--- config.mk ---
export PLATFORM = sky130hd
export DESIGN_NAME = drum_pattern_sequencer_flat
export DESIGN_NICKNAME = d
export VERILOG_FILES = /design/src/rtl/drum_pattern_sequencer_pkg.sv /design/src/rtl/drum_pattern_sequencer_if.sv /design/src/rtl/drum_pattern_sequencer_step_tick_gen.sv /design/src/rtl/drum_pattern_sequencer.sv /design/src/flat_wrapper.sv
export SDC_FILE = /design/constraint.sdc
export NUM_CORES = 1
export LEC_CHECK = 0
export CAP_MARGIN = 30
export CORE_ASPECT_RATIO = 2
export CORE_MARGIN = 10
export CORE_UTILIZATION = 50
export DETAILED_ROUTE_END_ITERATION = 16
export PLACE_DENSITY = 0.75
export SLEW_MARGIN = 20
export SYNTH_ARGS = -nofsm -noshare
export SYNTH_HDL_FRONTEND = slang
export SYNTH_SLANG_ARGS = --single-unit
--- constraint.sdc ---
create_clock -name mclk -period 3.2 [get_ports mclk]
set_input_delay 0.8 -clock mclk [delete_from_list [all_inputs] [get_ports mclk]]
set_output_delay 0.8 -clock mclk [all_outputs]
set_load 0.02 [all_outputs]
--- src/rtl/drum_pattern_sequencer_pkg.sv ---
// Shared types and default sizing for the drum pattern sequencer.
// Sequencer state plus the default voice/step counts used by the block and its bus.
package drum_seq_pkg;

    typedef enum logic {
        IDLE = 1'b0,
        RUN  = 1'b1
    } seq_state_t;

    localparam int DEF_NUM_VOICES = 4;
    localparam int DEF_NUM_STEPS  = 16;
    localparam int STEP_W         = $clog2(DEF_NUM_STEPS);

endpackage

--- src/rtl/drum_pattern_sequencer_if.sv ---
// Pattern write bus: the controller (master) loads one voice's step pattern per strobe.
interface drum_pattern_sequencer_if
    import drum_seq_pkg::*;
#(
    parameter int NUM_VOICES = DEF_NUM_VOICES,
    parameter int NUM_STEPS  = DEF_NUM_STEPS
);
    localparam int VOICE_W = (NUM_VOICES > 1) ? $clog2(NUM_VOICES) : 1;

    logic                 wr_en;
    logic [VOICE_W-1:0]   wr_voice;
    logic [NUM_STEPS-1:0] wr_pattern;

    modport master (output wr_en, output wr_voice, output wr_pattern);
    modport slave  (input  wr_en, input  wr_voice, input  wr_pattern);

endinterface

--- src/rtl/drum_pattern_sequencer_step_tick_gen.sv ---
// Tempo divider: emits a step tick every max(tick_div,1)+1 cycles while enabled,
// with the first enabled cycle always ticking so playback starts on step 0 immediately.
module step_tick_gen #(
    parameter int TICK_DIV_BITS = 24
) (
    input  logic                     mclk,
    input  logic                     rst,
    input  logic                     enable,
    input  logic [TICK_DIV_BITS-1:0] tick_div,
    output logic                     tick,
    output logic                     tick_next
);
    logic [TICK_DIV_BITS-1:0] div_cnt;
    logic [TICK_DIV_BITS-1:0] eff_div;
    logic                     armed;

    // NOTE: every signal written in always_comb gets a value on every path, so no latch is inferred.
    always_comb begin
        eff_div   = (tick_div == '0) ? TICK_DIV_BITS'(1) : tick_div;
        tick_next = enable && (!armed || div_cnt >= eff_div);
    end

    // NOTE: sequential state uses non-blocking assignments so all registers update from pre-edge values.
    always_ff @(posedge mclk) begin
        if (!rst || !enable) begin
            div_cnt <= '0;
            tick    <= 1'b0;
            armed   <= 1'b0;
        end else begin
            armed   <= 1'b1;
            tick    <= tick_next;
            div_cnt <= tick_next ? '0 : div_cnt + TICK_DIV_BITS'(1);
        end
    end

endmodule

--- src/rtl/drum_pattern_sequencer.sv ---
// Step sequencer driving the one-shot drum voices: tempo divider, step counter,
// per-voice pattern storage and muted, registered trigger pulses.
module drum_pattern_sequencer
    import drum_seq_pkg::*;
#(
    parameter int NUM_VOICES    = DEF_NUM_VOICES,
    parameter int NUM_STEPS     = DEF_NUM_STEPS,
    parameter int TICK_DIV_BITS = 24
) (
    input  logic                         mclk,
    input  logic                         rst,
    input  logic                         run,
    input  logic [TICK_DIV_BITS-1:0]     tick_div,
    input  logic [NUM_VOICES-1:0]        mute,
    drum_pattern_sequencer_if.slave      wr_bus,
    output logic [NUM_VOICES-1:0]        trig,
    output logic                         step_strobe,
    output logic [$clog2(NUM_STEPS)-1:0] step_idx,
    output logic                         busy
);
    localparam int STEP_BITS = $clog2(NUM_STEPS);

    seq_state_t           state;
    logic [NUM_STEPS-1:0] pattern [NUM_VOICES];
    logic [STEP_BITS-1:0] eval_step;
    logic [NUM_VOICES-1:0] hits;
    logic                 tick_next;

    step_tick_gen #(.TICK_DIV_BITS(TICK_DIV_BITS)) u_tick (
        .mclk      (mclk),
        .rst       (rst),
        .enable    (run),
        .tick_div  (tick_div),
        .tick      (step_strobe),
        .tick_next (tick_next)
    );

    // Leaving IDLE always evaluates step 0; otherwise the step after the current one.
    always_comb begin
        eval_step = (state == RUN) ? step_idx + STEP_BITS'(1) : '0;
        hits      = '0;
        for (int v = 0; v < NUM_VOICES; v++) begin
            hits[v] = pattern[v][eval_step] & ~mute[v];
        end
    end

    always_ff @(posedge mclk) begin
        if (!rst) begin
            state    <= IDLE;
            step_idx <= '0;
            trig     <= '0;
            busy     <= 1'b0;
            // NOTE: patterns live in a small flop array, not a RAM, so they are cleared by reset too.
            for (int v = 0; v < NUM_VOICES; v++) begin
                pattern[v] <= '0;
            end
        end else begin
            // Same-cycle evaluations above read the old pattern; the write lands at this edge.
            if (wr_bus.wr_en && int'(wr_bus.wr_voice) < NUM_VOICES) begin
                pattern[wr_bus.wr_voice] <= wr_bus.wr_pattern;
            end

            if (!run) begin
                state    <= IDLE;
                busy     <= 1'b0;
                step_idx <= '0;
                trig     <= '0;
            end else begin
                state <= RUN;
                busy  <= 1'b1;
                if (tick_next) begin
                    step_idx <= eval_step;
                    trig     <= hits;
                end else begin
                    trig     <= '0;
                end
            end
        end
    end

endmodule

--- src/flat_wrapper.sv ---
// flat-port wrapper written by rule: the top's interface ports become plain ports
module drum_pattern_sequencer_flat import drum_seq_pkg::*;
#(
    parameter int NUM_VOICES    = DEF_NUM_VOICES,
    parameter int NUM_STEPS     = DEF_NUM_STEPS,
    parameter int TICK_DIV_BITS = 24
)
  (mclk, rst, run, tick_div, mute, trig, step_strobe, step_idx, busy, wr_bus_wr_en, wr_bus_wr_voice, wr_bus_wr_pattern);
  drum_pattern_sequencer_if #(.NUM_VOICES(NUM_VOICES), .NUM_STEPS(NUM_STEPS)) wr_bus_i ();
  input  logic mclk;
  input  logic rst;
  input  logic run;
  input  logic [TICK_DIV_BITS-1:0] tick_div;
  input  logic [NUM_VOICES-1:0] mute;
  output logic [NUM_VOICES-1:0] trig;
  output logic step_strobe;
  output logic [$clog2(NUM_STEPS)-1:0] step_idx;
  output logic busy;
  input wire logic [$bits(wr_bus_i.wr_en)-1:0] wr_bus_wr_en;
  input wire logic [$bits(wr_bus_i.wr_voice)-1:0] wr_bus_wr_voice;
  input wire logic [$bits(wr_bus_i.wr_pattern)-1:0] wr_bus_wr_pattern;
  assign wr_bus_i.wr_en = wr_bus_wr_en;
  assign wr_bus_i.wr_voice = wr_bus_wr_voice;
  assign wr_bus_i.wr_pattern = wr_bus_wr_pattern;
  drum_pattern_sequencer #(.NUM_VOICES(NUM_VOICES), .NUM_STEPS(NUM_STEPS), .TICK_DIV_BITS(TICK_DIV_BITS)) u_core (.mclk(mclk), .rst(rst), .run(run), .tick_div(tick_div), .mute(mute), .wr_bus(wr_bus_i), .trig(trig), .step_strobe(step_strobe), .step_idx(step_idx), .busy(busy));
endmodule
## After elaboration in Yosys (flattened, before gate mapping)

Memory sizes are Yosys's and may differ from the RTL's.
Cells that the tools add are included.

- Flip-flop bits (word level): 35
- Bits in latches: 0
- Memory bits (writable): 64
- ROM bits: 0
- Output and inout bits: 10
- Memories kept: 1

Memories:

| memory | depth | bits a word | rd ports | clocked after Yosys merged registers in | wr ports | RTL line | RTL |
|---|---|---|---|---|---|---|---|
| u_core.pattern | 4 | 16 | 4 | 0 | 4 | drum_pattern_sequencer.sv:24 | `logic [NUM_STEPS-1:0] pattern [NUM_VOICES];` |

- Add/sub/neg operators: 2
- Multiply operators: 0
- Divide/modulo/power cells: 0
- $lt $le $gt $ge: 2
- Eq/ne operators: 0
- Shift-type cells: 0
- Mux-type cells: 19
- Bitwise operators: 8
- Reduce and logical (&&, ||, !) cells: 11

Operator list:

| kind | count |
|---|---|
| 24-bit by 1-bit adder with 24-bit output (second input constant) | 1 |
| 24-bit >= comparator | 1 |
| 24-bit zero test | 1 |
| 24-bit two-way mux | 1 |
| 1-bit binary-select mux with 4-bit select | 4 |
| 16-bit two-way mux | 1 |
| 16-bit OR reduction | 1 |
| 1-bit two-way mux | 11 |
| 4-bit by 5-bit < comparator with 1-bit output (second input constant) | 1 |
| 4-bit by 1-bit adder with 4-bit output (second input constant) | 1 |
| 1-bit AND | 4 |
| 4-bit two-way mux | 1 |
| 1-bit inverter | 4 |
| 1-bit zero test | 3 |
| 3-bit AND reduction | 1 |
| 1-bit logical OR | 2 |
| 2-bit two-way mux | 1 |
| 2-bit AND reduction | 1 |
| 2-bit OR reduction | 1 |
| 1-bit logical AND | 1 |

## Longest topological paths before layout

- Word-level depth: 6
- Mapped depth: 12
- Gate-level depth less buffers: 10

## Hierarchy

A second synthesis with hierarchy kept.

- Cells, all modules: 498
- Area total of the unflattened synthesis: 5,398.9 sq um

Modules (own cells, without submodules):

| module | instances | cells each | area an instance (sq um) | sequential area each (sq um) |
|---|---|---|---|---|
| drum_pattern_sequencer | 1 | 282 | 3,458.3 | 2,102.0 |
| step_tick_gen | 1 | 216 | 1,940.6 | 520.5 |

## Least setup slack after synthesis

No wires, ideal clock.

- Path type: in2reg
- Start: input port tick_div[19]
- End: register u_core.u_tick.div_cnt[10]
- Setup time: 64 ps
- Arrival time: 2,976 ps
- Setup slack: 160 ps
- Stages on the path: 12
- Path buffers: 2
- Cell sequence: nor4_1 > nand4_1 > o21bai_1 > ha_1 > nand2b_1 > a31oi_1 > o221a_2 > o2111ai_2 > or3_1 > buf_2 > buf_6 > nor2_1

- Longest elaborated chain between the ends: 6

RTL lines:

| element | RTL line | RTL |
|---|---|---|
| from (decl) | flat_wrapper.sv:13 | `input logic [TICK_DIV_BITS-1:0] tick_div;` |
| 24-bit zero test | drum_pattern_sequencer_step_tick_gen.sv:19 | `eff_div = (tick_div == '0) ? TICK_DIV_BITS'(1) : tick_div;` |
| 24-bit two-way mux (*) | drum_pattern_sequencer_step_tick_gen.sv:19 |  |
| 24-bit >= comparator (*) | drum_pattern_sequencer_step_tick_gen.sv:20 | `tick_next = enable && (!armed \|\| div_cnt >= eff_div);` |
| 1-bit logical OR (*) | drum_pattern_sequencer_step_tick_gen.sv:20 |  |
| 1-bit logical AND (*) | drum_pattern_sequencer_step_tick_gen.sv:20 |  |
| 2-bit OR reduction (no line) (*) | n/a |  |
| to (signal assigned) | drum_pattern_sequencer_step_tick_gen.sv:32 | `div_cnt <= tick_next ? '0 : div_cnt + TICK_DIV_BITS'(1);` |
| to (decl) | drum_pattern_sequencer_step_tick_gen.sv:13 | `logic [TICK_DIV_BITS-1:0] div_cnt;` |

Every way passes the cells marked *; elsewhere a longest branch is shown, timed or not.
A chain may end at the register's enable or synchronous reset.

## Final worst setup path

- Start: input port tick_div[16]
- End: register u_core.step_idx[3]

- Longest elaborated chain between the ends: 5

RTL lines:

| element | RTL line | RTL |
|---|---|---|
| 24-bit zero test | drum_pattern_sequencer_step_tick_gen.sv:19 |  |
| 24-bit two-way mux (*) | drum_pattern_sequencer_step_tick_gen.sv:19 |  |
| 24-bit >= comparator (*) | drum_pattern_sequencer_step_tick_gen.sv:20 |  |
| 1-bit logical OR (*) | drum_pattern_sequencer_step_tick_gen.sv:20 |  |
| 1-bit logical AND (*) | drum_pattern_sequencer_step_tick_gen.sv:20 |  |
| to (signal assigned) | drum_pattern_sequencer.sv:72 | `step_idx <= eval_step;` |
| to (decl) | drum_pattern_sequencer.sv:18 | `output logic [$clog2(NUM_STEPS)-1:0] step_idx,` |

Marked as above.

==> impl_results.md <==
* CTS tree: built
* Core region area at 9827 sq um
* Fmax at 321.1 MHz
* Number of flops mapped to enable cells by yosys at 64
* Die Width at 91.13 microns
* Finish-stage setup viols at 0
* Ys Warns at 0
* First-pass DRT Iterations at 4
* Seq cells post-synth at 99
* Crit path max fanout at 6
* Power Dens Cells at 445.1 nW/um^2
* Commonest cells post-synth: edfxtp_1, and2_1, dfxtp_1
* Initial core utilization at 0.5149
* Hold Fails Final Rpt at 0
* Sequential area share after synthesis at 0.5183
* H-tree depth at 3
* # DRC at 0
* Largest net degree at the start of global routing at 20
* Min-delay src: u_core.u_tick.div_cnt[0]
* Worst flop-to-flop path startpoint: u_core.step_idx[1]
* Min Hold Slack at 476.5 ps
* First-pass GRT wire length at 19880 microns
* Max cap viols at 0
* Critical Path Source Type: primary input
* Element type at the critical path end: flip-flop
* Vias in the first global route at 4045
* Worst r2r path cells at 7
* GRT overflow at 0
* Final #Nets at 607
* Leak pwr at 0.002612 uW
* Clock Tree Buf Depth at 2
* DRT Wirelength at 12280 microns
* Final cell count without fillers at 668
* Row Count at 51
* CTS Hold Bufs at 0
* Post-synth top flop: edfxtp_1
* Cells on Worst Hold Path at 1
* Setup TNS at 0 ps
* Cell area after synthesis at 5060 sq um
* Minimum clock period at 3115 ps
* Avg Inst Size Synth at 11.40 sq um
* Initial antenna violation count at 0
* Number of buffers added on ports at 59
* Placed Cells at 651
* Worst slew pin tran at 662.8 ps
* Worst-Skew Late Latency at 340 ps
* Worst min path class: flip-flop to flip-flop
* Final ANT Viol Nets at 0
* Area of the multi-input gates at 2346 sq um
* Peak supply drop at 0.0005703 V
* Synth top area cells: edfxtp_1, dfxtp_1, ha_1, and2_1, mux4_1
* HPWL after detailed placement at 9113 microns
* WP data arrival at 3340 ps
* Wire length per cell at 18.38 microns
* Total Die Area at 14790 sq um
* Num ports at 60
* Total CTS buffers at 9
* Synth-to-layout area growth at 27.32%
* Worst setup startpoint: tick_div[16]
* Layout cells sized above 1 at 0.1306
* Die height at 162.3 microns
* Global placer's final weighted congestion at 0.8277
* Status: completed
* Sequential cell area at 2623 sq um
* Netlist cell types at 49
* Clk_skew at 4.486 ps
* Area leader, netlist: edfxtp_1
* Final period util at 0.9734
* CTS sink count at 99
* Final core utilization at 0.6556
* Req. time, crit path at 3420 ps
* Post-DP Area at 5971 sq um
* Mapped Cells at 444
* Share of the synthesized area in the top cell type at 0.3798
* Slew Viols, Final at 0
* N_diodes at 0
* Synthesized Nets at 520
* Vias per cell at 5.521
* Root Driver: clkbuf_16
* Final Cell Area at 6442 sq um
* Count leader, synth: edfxtp_1
* Relative slew slack at 0.5571
* Async set-reset flop share out of synthesis at 0
* CTS clock-pin slew for the worst setup and hold paths at 70 ps
* GRT Resource Usage Total at 0.1683
* Layout fillers at 758
* Initial drt markers at 156
* Via count at 3688
* CP Class: primary input to flip-flop
==> per-stage QoR <==
step	total power [uW]	setup slack [ps]
finish	2867	85.24
global route	2974	-117.2
CTS	2875	9.206
detailed placement	1723	-642.6
global placement	1711	-566.8
floorplan	1574	159.6
==> placed cells by master, fill, tap and decap left out, types with 3 or more instances in the layout <==
cell / count
edfxtp_1: 64
and2_1: 50
clkdlybuf4s50_1: 38
dfxtp_1: 35
buf_4: 32
inv_1: 30
nand2_1: 30
nor2_1: 30
ha_1: 26
and3_1: 20
nand3_1: 18
a21oi_1: 17
dlymetal6s2s_1: 14
xor2_1: 13
xnor2_1: 10
mux4_1: 9
clkbuf_16: 9
dlygate4sd2_1: 7
nand4_1: 6
o211ai_1: 5
nor4_2: 4
nor2b_1: 4
and4_1: 4
o31ai_1: 4
mux2i_1: 4
nand2b_1: 3
o21a_1: 3
o21ai_1: 3
or3_4: 3
mux4_2: 3
==> critical path, cell delays in order <==
cell and delay (ps):
dlygate4sd2_1 260, nor4_2 270, buf_4 160, nand4_1 120, o21bai_1 170, ha_1 240
nand2b_4 150, a31oi_4 180, o221a_4 220, o2111ai_4 160, buf_6 180, buf_4 150
o211ai_1 180, o31ai_1 100
==> timing repair <==
| item | in CTS | in global routing |
|---|---|---|
| resized for setup | 16 | 24 |
| cloned | 2 | 0 |
| pin swaps | 11 | 14 |
| buffers inserted | 2 | 0 |
| setup endpoints to repair | 33 | 33 |
==> where the power goes <==
part	switching [uW]	internal, uW	leakage (uW)
registers	20.5	1430	0.000908
logic	128	132	0.00155
clock network	469	690	0.000152
total	618	2250	0.00261
==> worst paths after layout <==
check,to,slack (ps)
max,u_core.step_idx[3],90
min reg2reg,u_core.u_tick.div_cnt[0],480
min,u_core.u_tick.div_cnt[0],480
max reg2reg,u_core.trig[1],630
==> layer usage <==
metal | global-route usage | vias to the layer above | part of all wire
met4 | 0.1003 | 0 | 0.040
met3 | 0.03186 | 34 | 0.036
met2 | 0.3233 | 109 | 0.56
met1 | 0.1578 | 1769 | 0.36
li1 | - | 1776 | -
met5 | 0 | - | 0
==> area by class of cell <==
class | instances | share of cell area
inverters | 31 | 0.01806
repair buffers | 92 | 0.1348
clock buffers | 9 | 0.03496
clock inverters | 7 | 0.01534
flip-flops and latches | 99 | 0.4071
well taps | 132 | 0.02564
multi-input cells | 298 | 0.3641
==> sequential cells by signal, indices dropped and copies added (netlist names) <==
name and flops:
u_core.u_tick.armed 1, u_core.u_tick.tick 1, u_core.u_tick.div_cnt 24, u_core.step_idx 4
u_core.trig 4, u_core.busy 1, u_core.pattern 64
==> kinds of logic after synthesis <==
logic type | count (synthesis) | share of synthesized area
buffers and inverters | 49 | 0.04525
multiplexers | 16 | 0.06800
AO/OA/AOI/OAI | 48 | 0.06676
XOR/XNOR | 24 | 0.04303
flip-flops | 99 | 0.5183
AND/OR/NAND/NOR | 182 | 0.1944
adder cells (fa/ha/maj) | 26 | 0.06429
Note: power is estimated with default switching activity, not from simulation.
